==> config.mk <==
export PLATFORM = sky130hd
export DESIGN_NAME = alu_sequencer
export DESIGN_NICKNAME = d
export VERILOG_FILES = /design/src/rtl/alu_sequencer.sv
export SDC_FILE = /design/constraint.sdc
export NUM_CORES = 1
export LEC_CHECK = 0
export CORE_ASPECT_RATIO = 2
export CORE_MARGIN = 3
export CORE_UTILIZATION = 45
export DETAILED_ROUTE_END_ITERATION = 8
export MAX_ROUTING_LAYER = met4
export PLACE_DENSITY = 0.74
export SLEW_MARGIN = 0
export SYNTH_ARGS = -nofsm -noshare
export SYNTH_HDL_FRONTEND = slang
export SYNTH_SLANG_ARGS = --single-unit
==> constraint.sdc <==
create_clock -name clk -period 4.6 [get_ports clk]
set_clock_uncertainty 0.05 [all_clocks]
set_input_delay 0.92 -clock clk [delete_from_list [all_inputs] [get_ports clk]]
set_output_delay 0.92 -clock clk [all_outputs]
set_load 0.005 [all_outputs]
==> src/rtl/alu_sequencer.sv <==
// Byte-serial sequencer driving the 8-bit ALU for multi-byte ADD, SUB and SHR.
// Every output is registered from the next-state decode, so a step's strobes appear in the cycle its state is entered.
module alu_sequencer #(
    parameter int AW     = 8,
    parameter int LW     = 4,
    parameter int MAXLEN = 8
) (
    input  logic          clk,
    input  logic          reset,
    input  logic          start,
    input  logic [1:0]    op,
    input  logic [LW-1:0] len,
    input  logic [AW-1:0] src_a,
    input  logic [AW-1:0] src_b,
    input  logic [AW-1:0] dst,
    input  logic [7:0]    dbus,
    input  logic          flagCarry,
    input  logic          flagShift,
    output logic          busy,
    output logic          done,
    output logic          err,
    output logic          result_zero,
    output logic          carry_out,
    output logic [AW-1:0] addr,
    output logic          assertBarM,
    output logic          memWrite,
    output logic          loadA,
    output logic          loadB,
    output logic          clearA,
    output logic          doSubtract,
    output logic          doCarryIn,
    output logic          assertBarE,
    output logic          assertBarS,
    output logic          triggerC,
    output logic          triggerS
);

    typedef enum logic [3:0] {
        IDLE, LDA, LDB, EXEC, CARRY, CLRA, CLRS, SHLD, SHIFT, SFLAG, DONE
    } state_t;

    localparam logic [1:0] OP_SUB = 2'b01;
    localparam logic [1:0] OP_SHR = 2'b10;
    localparam logic [1:0] OP_BAD = 2'b11;

    state_t        state, state_nx;
    logic [LW-1:0] idx, idx_nx, len_q, len_nx;
    logic [1:0]    op_q, op_nx;
    logic [AW-1:0] sa_q, sa_nx, sb_q, sb_nx, dst_q, dst_nx;
    logic          zero_nx, err_nx, carry_nx, last_byte, bad_cmd;
    logic [AW-1:0] off_nx, addr_nx;
    logic          busy_nx, done_nx, bar_m_nx, bar_e_nx, bar_s_nx, mem_write_nx;
    logic          load_a_nx, load_b_nx, clear_a_nx, sub_nx, cin_nx, trig_c_nx, trig_s_nx;

    assign last_byte = (idx == len_q - LW'(1));
    assign bad_cmd   = (op == OP_BAD) || (len == '0) || (len > LW'(MAXLEN)) ||
                       ((op == OP_SUB) && (len != LW'(1)));

    always_comb begin
        state_nx = state;
        idx_nx   = idx;
        op_nx    = op_q;
        len_nx   = len_q;
        sa_nx    = sa_q;
        sb_nx    = sb_q;
        dst_nx   = dst_q;
        zero_nx  = result_zero;
        err_nx   = 1'b0;
        carry_nx = 1'b0;
        case (state)
            IDLE: begin
                if (start) begin
                    op_nx   = op;
                    len_nx  = len;
                    sa_nx   = src_a;
                    sb_nx   = src_b;
                    dst_nx  = dst;
                    zero_nx = 1'b1;
                    idx_nx  = '0;
                    if (bad_cmd) begin
                        state_nx = DONE;
                        err_nx   = 1'b1;
                    end else if (op == OP_SHR) begin
                        state_nx = CLRA;
                    end else begin
                        state_nx = LDA;
                    end
                end
            end
            LDA:   state_nx = LDB;
            LDB:   state_nx = EXEC;
            EXEC: begin
                state_nx = CARRY;
                if (dbus != 8'h00) zero_nx = 1'b0;
            end
            CARRY: begin
                if (last_byte) begin
                    state_nx = DONE;
                    carry_nx = flagCarry;
                end else begin
                    state_nx = LDA;
                    idx_nx   = idx + LW'(1);
                end
            end
            CLRA:  state_nx = CLRS;
            CLRS: begin
                state_nx = SHLD;
                idx_nx   = '0;
            end
            SHLD:  state_nx = SHIFT;
            SHIFT: begin
                state_nx = SFLAG;
                if (dbus != 8'h00) zero_nx = 1'b0;
            end
            SFLAG: begin
                if (last_byte) begin
                    state_nx = DONE;
                    carry_nx = flagShift;
                end else begin
                    state_nx = SHLD;
                    idx_nx   = idx + LW'(1);
                end
            end
            DONE:    state_nx = IDLE;
            default: state_nx = IDLE;
        endcase
    end

    // Shifts walk from the most-significant byte down, so their offset counts backwards from len-1.
    always_comb begin
        off_nx       = AW'(idx_nx);
        addr_nx      = '0;
        busy_nx      = (state_nx != IDLE);
        done_nx      = 1'b0;
        bar_m_nx     = 1'b1;
        bar_e_nx     = 1'b1;
        bar_s_nx     = 1'b1;
        mem_write_nx = 1'b0;
        load_a_nx    = 1'b0;
        load_b_nx    = 1'b0;
        clear_a_nx   = 1'b0;
        sub_nx       = 1'b0;
        cin_nx       = 1'b0;
        trig_c_nx    = 1'b0;
        trig_s_nx    = 1'b0;
        if ((state_nx == SHLD) || (state_nx == SHIFT))
            off_nx = AW'(len_nx) - AW'(1) - AW'(idx_nx);
        case (state_nx)
            LDA: begin
                addr_nx   = sa_nx + off_nx;
                bar_m_nx  = 1'b0;
                load_a_nx = 1'b1;
            end
            LDB: begin
                addr_nx   = sb_nx + off_nx;
                bar_m_nx  = 1'b0;
                load_b_nx = 1'b1;
            end
            EXEC: begin
                addr_nx      = dst_nx + off_nx;
                bar_e_nx     = 1'b0;
                mem_write_nx = 1'b1;
                cin_nx       = (idx_nx != '0);
                sub_nx       = (op_nx == OP_SUB);
            end
            CARRY: trig_c_nx = 1'b1;
            CLRA:  clear_a_nx = 1'b1;
            CLRS:  trig_s_nx = 1'b1;
            SHLD: begin
                addr_nx   = sa_nx + off_nx;
                bar_m_nx  = 1'b0;
                load_a_nx = 1'b1;
            end
            SHIFT: begin
                addr_nx      = dst_nx + off_nx;
                bar_s_nx     = 1'b0;
                mem_write_nx = 1'b1;
            end
            SFLAG: trig_s_nx = 1'b1;
            DONE:  done_nx = 1'b1;
            default: ;
        endcase
    end

    always_ff @(posedge clk) begin
        if (reset) begin
            state       <= IDLE;
            idx         <= '0;
            op_q        <= '0;
            len_q       <= '0;
            sa_q        <= '0;
            sb_q        <= '0;
            dst_q       <= '0;
            busy        <= 1'b0;
            done        <= 1'b0;
            err         <= 1'b0;
            result_zero <= 1'b1;
            carry_out   <= 1'b0;
            addr        <= '0;
            assertBarM  <= 1'b1;
            assertBarE  <= 1'b1;
            assertBarS  <= 1'b1;
            memWrite    <= 1'b0;
            loadA       <= 1'b0;
            loadB       <= 1'b0;
            clearA      <= 1'b0;
            doSubtract  <= 1'b0;
            doCarryIn   <= 1'b0;
            triggerC    <= 1'b0;
            triggerS    <= 1'b0;
        end else begin
            state       <= state_nx;
            idx         <= idx_nx;
            op_q        <= op_nx;
            len_q       <= len_nx;
            sa_q        <= sa_nx;
            sb_q        <= sb_nx;
            dst_q       <= dst_nx;
            busy        <= busy_nx;
            done        <= done_nx;
            err         <= err_nx;
            result_zero <= zero_nx;
            carry_out   <= carry_nx;
            addr        <= addr_nx;
            assertBarM  <= bar_m_nx;
            assertBarE  <= bar_e_nx;
            assertBarS  <= bar_s_nx;
            memWrite    <= mem_write_nx;
            loadA       <= load_a_nx;
            loadB       <= load_b_nx;
            clearA      <= clear_a_nx;
            doSubtract  <= sub_nx;
            doCarryIn   <= cin_nx;
            triggerC    <= trig_c_nx;
            triggerS    <= trig_s_nx;
        end
    end

endmodule

==> metrics.csv, run 1 <==
stage;metric;value;unit
yosys;synthesized instance count;379;
finish;Diodes inserted;0;
yosys;Main synth FF type;dfxtp_1;
yosys;synthesized cell area;3310;um2
floorplanning;# rows;43;
finish;fill count;601;
placed_design;hpwl dp;6860;um
finish;area delta synth->final;41.2;%
floorplanning;die area;8490;um2
finish;commonest non-fill, non-tap cell in the layout;clkdlybuf4s50_1;
clocking;depth of the CTS H-tree;3;
outcome;status;finished, final reports clean;
finish;Util after Layout;0.664;
grt;total global-route track usage;0.227;
power_and_ir_drop;worst vdd ir;0.421;mV
sta;Min Clock Period, post-route;4.48;ns
drt;Via-to-Cell Ratio;5.44;
sta;Worst slew margin;0.606;
placed_design;placed insts;557;
drt;per-cell routed wire length;15.8;um
yosys;Seq cells post-synth;62;
critical_path;r2r setup slk;0.19;ns
grt;largest net degree at the start of global routing;43;
sta;Slew @ Worst Pin;0.589;ns
finish;post-route insts no fill;572;
grt;vias in the first global route;3178;
clocking;clock buffer count from CTS;9;
drt;final WL;9020;um
clocking;hold_buf cts;0;
drt;Final ANT Viol Nets;0;
critical_path;path type of the worst setup path;input port to flip-flop;
drt;Remaining DRCs;0;
drt;Iteration-0 DRC Markers;193;
critical_path;Critical Path AT;4.64;ns
sta;Final Hold Vio Count;0;
placed_design;GPL Wtd Cong;0.972;
sta;Final Max Tran Viols;0;
finish;Register Area;1240;um2
sta;hold_ws;0.403;ns
hold_path;WHS Endpoint;op_q[1];
clocking;CTS tree;done;
run;max_cap viols;0;
grt;first-pass GRT wire length;14000;um
clocking;register clock-pin slew on the reported worst setup and hold paths;0.05;ns
sta;Final Cycle Share;0.975;
critical_path;Worst R2R Path Depth;21;
finish;Nets;537;
floorplanning;Die H;127;um
drt;detailed-route via count;3114;
yosys;sequential area share after synthesis;0.375;
yosys;Cell variety after synth;59;
critical_path;Crit Path Max Fanout;4;
power_and_ir_drop;pwr/cell area;660;nW/um2
yosys;Syn. warnings;0;
placed_design;# port buffers;66;
hold_path;Hold WC Path Type;flip-flop to flip-flop;
drt;drt pass-1 iters;4;
clocking;Root Buffer;clkbuf_16;
clocking;post-cts sizing count;0;
clocking;maximum root-to-sink buffer count;2;
sta;fmax;223;MHz
critical_path;crit path launch type;input port;
finish;commonest cells after routing, fill and taps aside;clkdlybuf4s50_1 (64), dfxtp_1 (61), nor2_1 (55);
critical_path;crit end category;flip-flop;
grt;GRT overflow;0;
grt;initial antenna violation count;0;
finish;area of the multi-input gates;2010;um2
yosys;Post-synth EDFFs;0;
critical_path;worst r2r src;len_q[1];
yosys;Post-Syn Nets;438;
power_and_ir_drop;Leak;1.96;nW
critical_path;Req. time, crit path;4.75;ns
floorplanning;Initial Utilization;0.470;
critical_path;R2R Path End;addr[7];
hold_path;hold path depth;2;
yosys;Synth Area per Inst;8.74;um2
floorplanning;Core ar.;7050;um2
floorplanning;Die X;66.7;um
clocking;clk sinks;62;
sta;setup ws final;0.117;ns
yosys;asr flop ratio synth;0;
clocking;Post-CTS Setup Bufs;0;
hold_path;Hold Crit Start;op_q[1];
placed_design;Post-Place Worst Slack;-0.321;ns
floorplanning;IO Pins;67;
finish;fraction of layout cells with a size suffix above 1;0.191;
sta;# setup viols final;0;
clocking;worst skew pair latency;0.33;ns
worst max path at each step:
stage / from / to / slack, ns / depth (start not counted)
after global placement: start / addr[7] / -0.26 / 19
after CTS: start / addr[7] / 0.007 / 19
after global routing: len_q[1] / addr[7] / -0.06 / 21
final: start / addr[7] / 0.12 / 18
after detailed placement: start / addr[7] / -0.32 / 19
after floorplan: op[1] / addr[7] / 0.32 / 17
critical path, cell delays in order:
cell and delay (ns):
clkdlybuf4s50_1 0.47, buf_4 0.13, and3_4 0.24, mux2i_4 0.27, ha_1 0.17, inv_1 0.07, fa_1 0.44, a21o_1 0.21
a21oi_1 0.19, xor2_1 0.08, and2_1 0.16, ha_1 0.32, nand2_1 0.10, o21ai_2 0.07, o41ai_2 0.36, xnor2_1 0.19
nand3_1 0.09, nor3b_2 0.15
registers in the layout (all words and copies together) (netlist names), 2 cells and up:
register and count:
sa_q 8, idx 4, state 4, addr 8
op_q 2, sb_q 8, dst_q 8, len_q 4
power by group:
group          switching [mW]  internal (mW)  total (mW)
Sequential             0.0786          0.663       0.742
Clock                   0.230          0.428       0.658
Combinational           0.874          0.813        1.69
metrics by stage:
step           TNS (ns)  power, mW  instance area (um2)
3_5_place_dp     -0.498       2.37                 4310
5_1_grt         -0.0589       3.28                 4680
4_1_cts               0       3.04                 4600
2_1_floorplan         0       1.79                 3310
6_report              0       3.09                 4680
3_3_place_gp     -0.333       2.33                 4310
per-layer routing:
layer	vias up	GRT usage	share of wire
li1	1522	-	-
met1	1462	0.212	0.35
met2	93	0.396	0.55
met3	37	0.0422	0.035
met4	0	0.169	0.062
met5	-	-	0
synth_stat cells, types with 2 or more instances:
library cell | number | area [um2]
dfxtp_1 | 62 | 1240
nor2_1 | 55 | 206
nand2_1 | 33 | 124
mux2i_1 | 27 | 270
a21oi_1 | 25 | 125
o21ai_0 | 16 | 80.1
ha_1 | 14 | 175
inv_1 | 12 | 45.0
clkbuf_1 | 10 | 37.5
a21o_1 | 9 | 67.6
xor2_1 | 9 | 78.8
nand3_1 | 8 | 40.0
o22a_1 | 8 | 70.1
nor3_1 | 7 | 35.0
xnor2_1 | 7 | 61.3
a31oi_1 | 5 | 31.3
buf_2 | 5 | 25.0
nor2b_1 | 5 | 31.3
and3_1 | 3 | 18.8
buf_1 | 3 | 11.3
nand3b_1 | 3 | 22.5
nand4_1 | 3 | 18.8
nor3b_1 | 3 | 22.5
nor4_1 | 3 | 18.8
a211o_1 | 2 | 17.5
and2_1 | 2 | 12.5
fa_1 | 2 | 40.0
nand2_2 | 2 | 12.5
o21a_1 | 2 | 15.0
o21ai_2 | 2 | 17.5
or2_2 | 2 | 12.5
or3_1 | 2 | 12.5
or4b_1 | 2 | 20.0
layout make-up:
class / count / share of cell area
Multi-Input combinational cell: 285 / 0.429
Sequential cell: 62 / 0.266
Timing Repair Buffer: 108 / 0.210
Clock buffer: 11 / 0.0519
Tap cell: 90 / 0.0241
Clock inverter: 4 / 0.0102
Inverter: 12 / 0.00963
cell families (layout without fill, tap and decap cells):
| family | count (synthesis) | in the layout | synth area share |
|---|---|---|---|
| DFF | 62 | 62 | 0.375 |
| buffers and inverters | 32 | 135 | 0.0415 |
| AOI/OAI and AO/OA | 79 | 79 | 0.162 |
| and+or+nand+nor | 145 | 145 | 0.222 |
| adders and majority gates | 16 | 16 | 0.0650 |
| xor gates and xnor gates | 17 | 17 | 0.0498 |
| muxes | 28 | 28 | 0.0850 |
Note: power is estimated with default switching activity, not from simulation.
==> run 2: changes to the inputs <==
--- a/config.mk
+++ b/config.mk
@@ -15,3 +15,4 @@
 export SYNTH_ARGS = -nofsm -noshare
 export SYNTH_HDL_FRONTEND = slang
 export SYNTH_SLANG_ARGS = --single-unit
+export TNS_END_PERCENT = 10
==> results of run 2 <==
Same layout as run 1: the final DEF is identical, and so are final timing and power.
==> run 3: changes to the inputs <==
--- a/config.mk
+++ b/config.mk
@@ -8,6 +8,7 @@
 export CORE_ASPECT_RATIO = 2
 export CORE_MARGIN = 3
 export CORE_UTILIZATION = 45
+export CTS_BUF_LIST = sky130_fd_sc_hd__clkbuf_16
 export DETAILED_ROUTE_END_ITERATION = 8
 export MAX_ROUTING_LAYER = met4
 export PLACE_DENSITY = 0.74
==> run 3 against run 2 <==
Clock-buffer cell count decreased by 2. Global-route usage increased by 0.11 points. Register-to-register slack got worse by 0.03 ns. Wire length increased by 0.63%. Cell area decreased by 0.21%. Setup slack improved by 0.0080 ns. Final cell count unchanged. Core utilization decreased by 0.14 points. Clock power decreased by 3%. Via count decreased by 0.58%. Critical endpoint unchanged.
==> metrics.csv, run 3 (synthesis gave the netlist of run 1 again) <==
stage;metric;value;unit;change
finish;commonest non-fill, non-tap cell in the layout;clkdlybuf4s50_1;;
power_and_ir_drop;Leak;1.96;nW;about the same
floorplanning;Core ar.;7050;um2;unchanged
grt;initial antenna violation count;0;;unchanged
grt;largest net degree at the start of global routing;43;;unchanged
power_and_ir_drop;Pwr Total;3.07;mW;-0.53%
clocking;depth of the CTS H-tree;3;;unchanged
floorplanning;die area;8490;um2;unchanged
drt;per-cell routed wire length;15.9;um;+0.63%
drt;Iteration-0 DRC Markers;204;;+5.7%
floorplanning;Die X;66.7;um;unchanged
power_and_ir_drop;pwr/cell area;658;nW/um2;-0.31%
drt;Remaining DRCs;0;;unchanged
critical_path;Top delay family on crit path;compound AO/OA/AOI/OAI gates;;
sta;Final Cycle Share;0.973;;-0.00174
critical_path;CP max-delay cell;or4b_4;;
finish;area delta synth->final;40.9;%;
placed_design;placed cell area;4310;um2;unchanged
finish;commonest cells after routing, fill and taps aside;clkdlybuf4s50_1 (64), dfxtp_1 (61), nor2_1 (55);;
outcome;status;finished, final reports clean;;
floorplanning;Initial Utilization;0.470;;unchanged
grt;first-pass GRT wire length;14000;um;+0.34%
grt;vias in the first global route;3184;;+0.19%
drt;final WL;9080;um;+0.63%
drt;drt pass-1 iters;4;;unchanged
sta;Final Max Tran Viols;0;;unchanged
sta;Worst slew margin;0.609;;+0.00204
drt;Final ANT Viol Nets;0;;unchanged
critical_path;path type of the worst setup path;input port to flip-flop;;
finish;Nets;537;;unchanged
critical_path;Worst Path Buf+Inv;1;;-2
critical_path;crit path launch type;input port;;
grt;GRT overflow;0;;unchanged
critical_path;Crit Path Max Fanout;5;;+1
sta;Min Clock Period, post-route;4.48;ns;-0.00803 ns
clocking;hold_buf cts;0;;unchanged
clocking;register clock-pin slew on the reported worst setup and hold paths;0.05;ns;about the same
floorplanning;Die H;127;um;unchanged
drt;Via-to-Cell Ratio;5.41;;-0.58%
clocking;worst skew pair latency;0.33;ns;about the same
clocking;Root Buffer;clkbuf_16;;
placed_design;hpwl dp;6860;um;unchanged
clocking;maximum root-to-sink buffer count;2;;unchanged
run;max_cap viols;0;;unchanged
drt;detailed-route via count;3096;;-0.58%
hold_path;Hold WC Path Type;flip-flop to flip-flop;;
floorplanning;# rows;43;;unchanged
sta;Slew @ Worst Pin;0.586;ns;-0.00305 ns
sta;Final Hold Vio Count;0;;unchanged
sta;fmax;223;MHz;+0.18%
critical_path;Crit path largest cell delay;0.53;ns;+0.06 ns
finish;fill count;604;;+0.50%
placed_design;GPL Wtd Cong;0.972;;unchanged
critical_path;Critical Path AT;4.63;ns;about the same
placed_design;# port buffers;66;;unchanged
critical_path;crit end category;flip-flop;;
finish;post-route insts no fill;572;;unchanged
critical_path;Req. time, crit path;4.75;ns;about the same
finish;Util after Layout;0.663;;-0.00142
critical_path;crit-path cells;clkdlybuf4s50_1 > or4b_4 > o22a_1 > nand3_1 > a311o_2 > nand4_2 > and2_4 > o22a_1 > o21ai_2 > ha_1 > a21o_1 > a21oi_2 > o21ai_2 > o41ai_2 > xnor2_1 > nand3_1 > nor3b_2;;
placed_design;placed insts;557;;unchanged
clocking;clk sinks;62;;unchanged
clocking;Post-CTS Setup Bufs;0;;unchanged
floorplanning;IO Pins;67;;unchanged
finish;fraction of layout cells with a size suffix above 1;0.189;;-0.00207
sta;# setup viols final;0;;unchanged
finish;fin area;4670;um2;-0.21%
finish;Diodes inserted;0;;unchanged
power_and_ir_drop;worst vdd ir;0.421;mV;about the same
grt;total global-route track usage;0.229;;+0.00114
clocking;CTS tree;done;;
clocking;clock buffer count from CTS;9;;unchanged
[run 3: changes by cell type in the layout (fill, tap and decap cells not counted), sizes merged]
cell,previous run,this run
clkinv,2,3
clkbuf,11,9
inv,12,13
[run 3: routing by layer]
layer | track usage | share of wire
met5 | - | 0
met2 | 0.399 | 0.56
met4 | 0.170 | 0.062
met1 | 0.212 | 0.35
met3 | 0.0413 | 0.033
[run 3: final timing paths]
check                 from      end  slack, ns  cells past startpoint
setup reg to reg  len_q[1]  addr[7]       0.16                     21
hold / removal     op_q[1]  op_q[1]       0.40                      2
hold reg to reg    op_q[1]  op_q[1]       0.40                      2
setup / recovery    len[1]  addr[7]       0.12                     17
[run 3: worst register-to-register path, cell delays in order, from the launching register on]
cell,delay (ns)
dfxtp_2,0.37
inv_1,0.06
ha_1,0.17
xor3_2,0.44
nor3_4,0.18
nand2_2,0.14
o21ai_2,0.18
a21o_1,0.17
ha_1,0.17
inv_1,0.07
fa_1,0.40
a21o_1,0.20
a21oi_1,0.19
xor2_1,0.08
and2_1,0.16
ha_1,0.32
nand2_1,0.10
o21ai_2,0.07
o41ai_2,0.36
xnor2_1,0.19
nand3_1,0.10
nor3b_2,0.16
[run 3: stage by stage]
stage / setup slack (ns) / setup TNS [ns] / hold WS (ns)
2_1_floorplan: 0.318 / 0 / 0.381
3_3_place_gp: -0.262 / -0.333 / 0.387
3_5_place_dp: -0.321 / -0.498 / 0.402
4_1_cts: 0.0463 / 0 / 0.409
5_1_grt: -0.0500 / -0.0500 / 0.426
6_report: 0.125 / 0 / 0.405
[run 3: what timing repair did]
action / in CTS / in global routing
setup endpoints to repair: 1 / 2
pin swaps: 0 / 7
resized for setup: 1 / 23
[run 3: area by class of cell]
class	instances	area (um2)	share of cell area
multi-input cells	285	2010	0.430
flip-flops and latches	62	1240	0.266
repair buffers	108	981	0.210
clock buffers	9	225	0.0482
well taps	90	113	0.0241
clock inverters	6	55.1	0.0118
inverters	12	45.0	0.00965
[run 3: power by group]
group | switching, mW | internal (mW)
sequential | 0.0784 | 0.663
clock | 0.229 | 0.409
combinational | 0.877 | 0.814
